===== src/rtl/addmuladd_share_arbiter.sv =====
`default_nettype none
// ============================================================================
// Module      : addmuladd_share_arbiter
// Description : Round-robin arbiter sharing one pipelined signed
//               ((d + a) * b) + c datapath between N_REQ requesters.
//               Results leave on one valid/ready port tagged with the
//               issuing requester index. All stages advance or hold together.
//               Optional macro ADDMULADD_ARB_SAT_EN clamps the full-precision
//               result to the signed WIDTH range instead of wrapping.
// Revision    : 1.0 - initial release
// ============================================================================
module addmuladd_share_arbiter #(
   parameter int N_REQ      = 4,
   parameter int WIDTH      = 11,
   parameter int PIPE_DEPTH = 1
) (
   input  logic                       clk,
   input  logic                       rst,
   input  logic [N_REQ-1:0]           req_valid,
   output logic [N_REQ-1:0]           req_ready,
   input  logic [N_REQ*WIDTH-1:0]     req_a,
   input  logic [N_REQ*WIDTH-1:0]     req_b,
   input  logic [N_REQ*WIDTH-1:0]     req_c,
   input  logic [N_REQ*WIDTH-1:0]     req_d,
   output logic                       res_valid,
   input  logic                       res_ready,
   output logic [WIDTH-1:0]           res_data,
   output logic [$clog2(N_REQ)-1:0]   res_id
);

   localparam int                c_id_w    = $clog2(N_REQ);
   localparam logic [c_id_w-1:0] c_last_rst = c_id_w'(N_REQ - 1);

   // Round-robin pointer: index of the most recently granted requester.
   logic [c_id_w-1:0] r_last;

   // Per-stage pipeline state; the last stage is the output register.
   logic              r_vld [PIPE_DEPTH];
   logic [c_id_w-1:0] r_id  [PIPE_DEPTH];
   logic [WIDTH-1:0]  r_dat [PIPE_DEPTH];

   logic              w_adv;
   logic              w_found;
   logic [c_id_w-1:0] w_gnt;
   logic              w_xfer;
   logic [WIDTH-1:0]  w_a;
   logic [WIDTH-1:0]  w_b;
   logic [WIDTH-1:0]  w_c;
   logic [WIDTH-1:0]  w_d;
   logic [WIDTH-1:0]  w_res;

   // Wrap-around index helper for the rotating priority search.
   function automatic logic [c_id_w-1:0] f_wrap(input logic [c_id_w-1:0] base,
                                                input int                off);
      int t;
      t = (int'(base) + off) % N_REQ;
      return t[c_id_w-1:0];
   endfunction

   assign res_valid = r_vld[PIPE_DEPTH-1];
   assign res_id    = r_id[PIPE_DEPTH-1];
   assign res_data  = r_dat[PIPE_DEPTH-1];

   // The whole pipeline moves unless a held result is still unaccepted.
   assign w_adv = !res_valid || res_ready;

   // Rotating-priority search starting one past the last winner.
   always_comb begin
      w_found = 1'b0;
      w_gnt   = '0;
      for (int k = 1; k <= N_REQ; k++) begin
         if (!w_found && req_valid[f_wrap(r_last, k)]) begin
            w_found = 1'b1;
            w_gnt   = f_wrap(r_last, k);
         end
      end
   end

   // One-hot accept to the winner only when the pipeline can take it.
   always_comb begin
      req_ready = '0;
      if (w_found && w_adv && !rst) begin
         req_ready[w_gnt] = 1'b1;
      end
   end

   assign w_xfer = |req_ready;

   // Select the winner's operand lanes.
   always_comb begin
      w_a = '0;
      w_b = '0;
      w_c = '0;
      w_d = '0;
      for (int i = 0; i < N_REQ; i++) begin
         if (w_gnt == c_id_w'(i)) begin
            w_a = req_a[i*WIDTH +: WIDTH];
            w_b = req_b[i*WIDTH +: WIDTH];
            w_c = req_c[i*WIDTH +: WIDTH];
            w_d = req_d[i*WIDTH +: WIDTH];
         end
      end
   end

`ifdef ADDMULADD_ARB_SAT_EN
   localparam logic signed [2*WIDTH+1:0] c_sat_max =
      {{(WIDTH+3){1'b0}}, {(WIDTH-1){1'b1}}};
   localparam logic signed [2*WIDTH+1:0] c_sat_min =
      {{(WIDTH+3){1'b1}}, {(WIDTH-1){1'b0}}};

   logic signed [WIDTH:0]     w_pre;
   logic signed [2*WIDTH:0]   w_prod;
   logic signed [2*WIDTH+1:0] w_full;

   // Full-precision pre-add, multiply and post-add, then clamp to WIDTH.
   always_comb begin
      w_pre  = $signed({w_d[WIDTH-1], w_d}) + $signed({w_a[WIDTH-1], w_a});
      w_prod = $signed({{WIDTH{w_pre[WIDTH]}}, w_pre}) *
               $signed({{(WIDTH+1){w_b[WIDTH-1]}}, w_b});
      w_full = $signed({w_prod[2*WIDTH], w_prod}) +
               $signed({{(WIDTH+2){w_c[WIDTH-1]}}, w_c});
      if (w_full > c_sat_max) begin
         w_res = c_sat_max[WIDTH-1:0];
      end else if (w_full < c_sat_min) begin
         w_res = c_sat_min[WIDTH-1:0];
      end else begin
         w_res = w_full[WIDTH-1:0];
      end
   end
`else
   // Wrapped result: the low WIDTH bits only depend on low WIDTH-bit arithmetic.
   always_comb begin
      w_res = (w_d + w_a) * w_b + w_c;
   end
`endif

   // Pointer follows each accepted transfer and holds otherwise.
   always_ff @(posedge clk or posedge rst) begin
      if (rst) begin
         r_last <= c_last_rst;
      end else if (w_xfer) begin
         r_last <= w_gnt;
      end
   end

   // Lock-step pipeline shift; stage 0 loads the new transfer or a bubble.
   always_ff @(posedge clk or posedge rst) begin
      if (rst) begin
         for (int s = 0; s < PIPE_DEPTH; s++) begin
            r_vld[s] <= 1'b0;
            r_id[s]  <= '0;
            r_dat[s] <= '0;
         end
      end else if (w_adv) begin
         r_vld[0] <= w_xfer;
         if (w_xfer) begin
            r_id[0]  <= w_gnt;
            r_dat[0] <= w_res;
         end
         for (int s = 1; s < PIPE_DEPTH; s++) begin
            r_vld[s] <= r_vld[s-1];
            r_id[s]  <= r_id[s-1];
            r_dat[s] <= r_dat[s-1];
         end
      end
   end

endmodule
`default_nettype wire


===== config.mk =====
export PLATFORM = sky130hd
export DESIGN_NAME = addmuladd_share_arbiter
export DESIGN_NICKNAME = d
export VERILOG_FILES = /design/src/rtl/addmuladd_share_arbiter.sv
export SDC_FILE = /design/constraint.sdc
export NUM_CORES = 1
export LEC_CHECK = 0
export CORE_ASPECT_RATIO = 1.4
export CORE_UTILIZATION = 40
export CTS_BUF_LIST = sky130_fd_sc_hd__clkbuf_8
export CTS_CLUSTER_DIAMETER = 120
export DETAILED_ROUTE_END_ITERATION = 7
export PLACE_DENSITY = 0.78
export SYNTH_ARGS = -nofsm -noshare
export SYNTH_HDL_FRONTEND = slang
export SYNTH_SLANG_ARGS = --single-unit

===== constraint.sdc =====
create_clock -name clk -period 7.89 [get_ports clk]
set_input_delay 1.578 -clock clk [delete_from_list [all_inputs] [get_ports clk]]
set_output_delay 1.578 -clock clk [all_outputs]
set_load 0.02 [all_outputs]

==> metrics <==
crit start category=primary input; I/O pin count=~200; fin crit share=105%; Layout Nets=about 1100; CP Data Required Time=roughly 8000 ps; f_max=between 100 and 150 MHz; Slew @ Worst Pin=just over 800 ps; xor and xnor area share after synthesis=about 8.1%; failing checks=negative setup slack; post-synthesis mux area share=around 3.7%; initial drt markers=around 190; Mapped Avg Cell Area=approximately 7.4 um2; synth unique cells=50; Post-Route WL=15.9 mm; Area Growth Syn to Fin=68.3%; Max Buffers Root-to-Sink=2; FFs w/ async S/R, synth=100%; RR Endpoint=res_data[10]$_DFFE_PP0P_; core area=about 11000 um2; first drt pass iteration count=4; Crit Reg-Reg Startpoint=r_last[1]$_DFFE_PP1N_; per-cell routed wire length=~16 um; largest family of logic cells by synthesized area=adder cells; largest area contributor in the netlist=fa_1; vias per std cell=slightly above 5; Synth Area in Simple Gates=approximately a quarter; max cap viols=0; mapped cell area=4580 um2; Slew headroom=44.8%; HP Start=res_data[2]$_DFFE_PP0P_; Clock Skew=approximately 7.5 ps; Clk Latency, worst-skew pair=~260 ps; Synthesis Warnings=0; Mapped Cells=about 620; row cnt=45; root buffer cell=clkbuf_8; crit path DAT=approximately 8400 ps; initial antenna violation count=0; CP Max Fanout=9; Synth Area in Adders=around 28%; total CTS buffers=3; Routed Antenna Nets=0; Hold EP=res_data[2]$_DFFE_PP0P_; Synth area leaders=fa_1 17%, nand2_1 14%, ha_1 11%, dfrtp_1 7.7%, inv_1 5.8%; pin count of the biggest net entering global routing=26; Worst Slack Setup Final=-356 ps; DIE AREA=~12000 um2; fin util=between 70% and 80%; IO Port Bufs=200; Final Hold Viols=0; Yosys reg bits=16; Antenna Diode Count=0; first-pass GRT wire length=about 25 mm; sequential-to-total area share from yosys stat=8.80%; share of cells above drive strength 1=18.0%; CTS tree=done; Clock transition at path regs=~70 ps; Top FF cell, synth=dfrtp_1; Starting Density=41.7%; Clock Sinks=16; FILL cells=907; Worst path slowest cell=fa_1; Synth Area in Compound Gates=approximately 16%; FF-to-FF path depth=26; CP max stage delay=560 ps; final setup fails=1; via count=between 5000 and 6000; Worst Setup End Kind=register; post-synth top area share=between 10% and 20%; RD Place Congestion=a little under 1; gr usage total=a little over a quarter; GR Overflow Total=0; CTS H-tree depth=1; status=finished, violations left; Final Max Slew Viols=0; RSZ-0062 raised after global routing=yes; FF-to-FF setup slack=530 ps; HP Class=reg -> reg; Chip Height=approximately 130 um; Synthesized Nets=878; fin crit period=8250 ps; hold depth=2; Post-synth EDFFs=0; Worst path most repeated cell=fa_1; Detailed Place HPWL=~13 mm; CP Class=in -> reg; vias in the first global route=5493; DRC Markers=0; Die W=approximately 92 um
[cells in the final DEF, fill, tap and decap left out, drive strengths merged]
master and n:
xor2 12, o21bai 2, and2 40, o21ai 17, a311oi 1, clkdlybuf4s50 196, dlygate4sd2 1, xnor3 3
xnor2 22, nor3 3, nor3b 1, o31ai 1, a211oi 31, a311o 2, mux2i 15, clkbuf 4
a21o 3, o41ai 1, dfstp 2, nor2b 9, o211ai 1, nand3 11, nor2 13, ha 39
mux2 1, nand2 172, o41a 1, or2b 2, fa 40, a31oi 28, buf 88, and3 2
dfrtp 14, a21boi 1, o2111ai 1, or2 1, inv 71, a21oi 10, nand2b 10, o21a 4
[area by class of cell]
type | count | area (um2) | area share [%]
Clock buffer | 4 | 55.1 | 0.715
Multi-Input combinational cell | 500 | 4090 | 53.0
Timing Repair Buffer | 285 | 2720 | 35.3
Sequential cell | 16 | 403 | 5.23
Tap cell | 141 | 176 | 2.29
Inverter | 71 | 267 | 3.46
[flip-flops by register name, summed over array words and instances (netlist names)]
name / count
r_last: 2
res_data: 11
res_id: 2
res_valid: 1
[metal layers]
layer  share of wire, %  up-vias  GRT usage, %
met2                 53      218          53.1
met1                 36     2428          28.5
li1                   -     2525             -
met5                  0        -             0
met4                4.3        0          11.0
met3                6.6       42          5.08
[kinds of logic after synthesis]
group / count (synthesis)
AND/OR/NAND/NOR: 264
AO/OA/AOI/OAI: 103
buffers and inverters: 101
adder cells (fa/ha/maj): 79
XOR/XNOR: 37
multiplexers: 16
flip-flops: 16
[per-stage QoR]
| stage | std cells | setup WS (ps) | area, um2 | hold slack [ps] | TNS [ps] |
|---|---|---|---|---|---|
| 2_1_floorplan | 616 | -448 | 4840 | 492 | -448 |
| 3_3_place_gp | 1000 | -905 | 7360 | 458 | -1180 |
| 3_5_place_dp | 1000 | -1080 | 7360 | 463 | -1700 |
| 4_1_cts | 1017 | -348 | 7680 | 480 | -348 |
| 5_1_grt | 1017 | -598 | 7700 | 499 | -598 |
| 6_report | 1017 | -356 | 7700 | 476 | -356 |
[worst max-delay path by stage]
stage,startpoint,end
global route,req_valid[0],res_data[10]$_DFFE_PP0P_
CTS,req_valid[0],res_data[10]$_DFFE_PP0P_
floorplan,req_valid[1],res_data[10]$_DFFE_PP0P_
global placement,req_valid[1],res_data[10]$_DFFE_PP0P_
finish,req_valid[0],res_data[10]$_DFFE_PP0P_
detailed placement,req_valid[1],res_data[10]$_DFFE_PP0P_
[synth_stat cells (all sizes together) (2+ instances only)]
cell,number
nand2,172
inv,71
and2,40
fa,40
ha,39
a211oi,31
a31oi,28
xnor2,22
clkbuf,19
o21ai,17
mux2i,15
dfrtp,14
nor2,13
xor2,12
buf,11
nand3,11
a21oi,10
nand2b,10
nor2b,9
o21a,4
a21o,3
nor3,3
xnor3,3
and3,2
dfstp,2
o21bai,2
or2b,2
[worst max-delay path: cells and delay by family]
kind	cells	cell delay, ps
adder cells (fa/ha/maj)	7	3020
AO/OA/AOI/OAI	5	1390
XOR/XNOR	4	920
buffers and inverters	7	720
AND/OR/NAND/NOR	3	450
multiplexers	1	270
[what timing repair did]
action,CTS,global route
gates resized for setup,42,10
endpoints found under the setup margin,2,2
pin swaps,24,10
hold buffers,0,0
buffers inserted,10,0
gates cloned,3,0
Power is not shown: default switching activity piles up to over one toggle a cycle in this logic, so the estimate is an artifact.
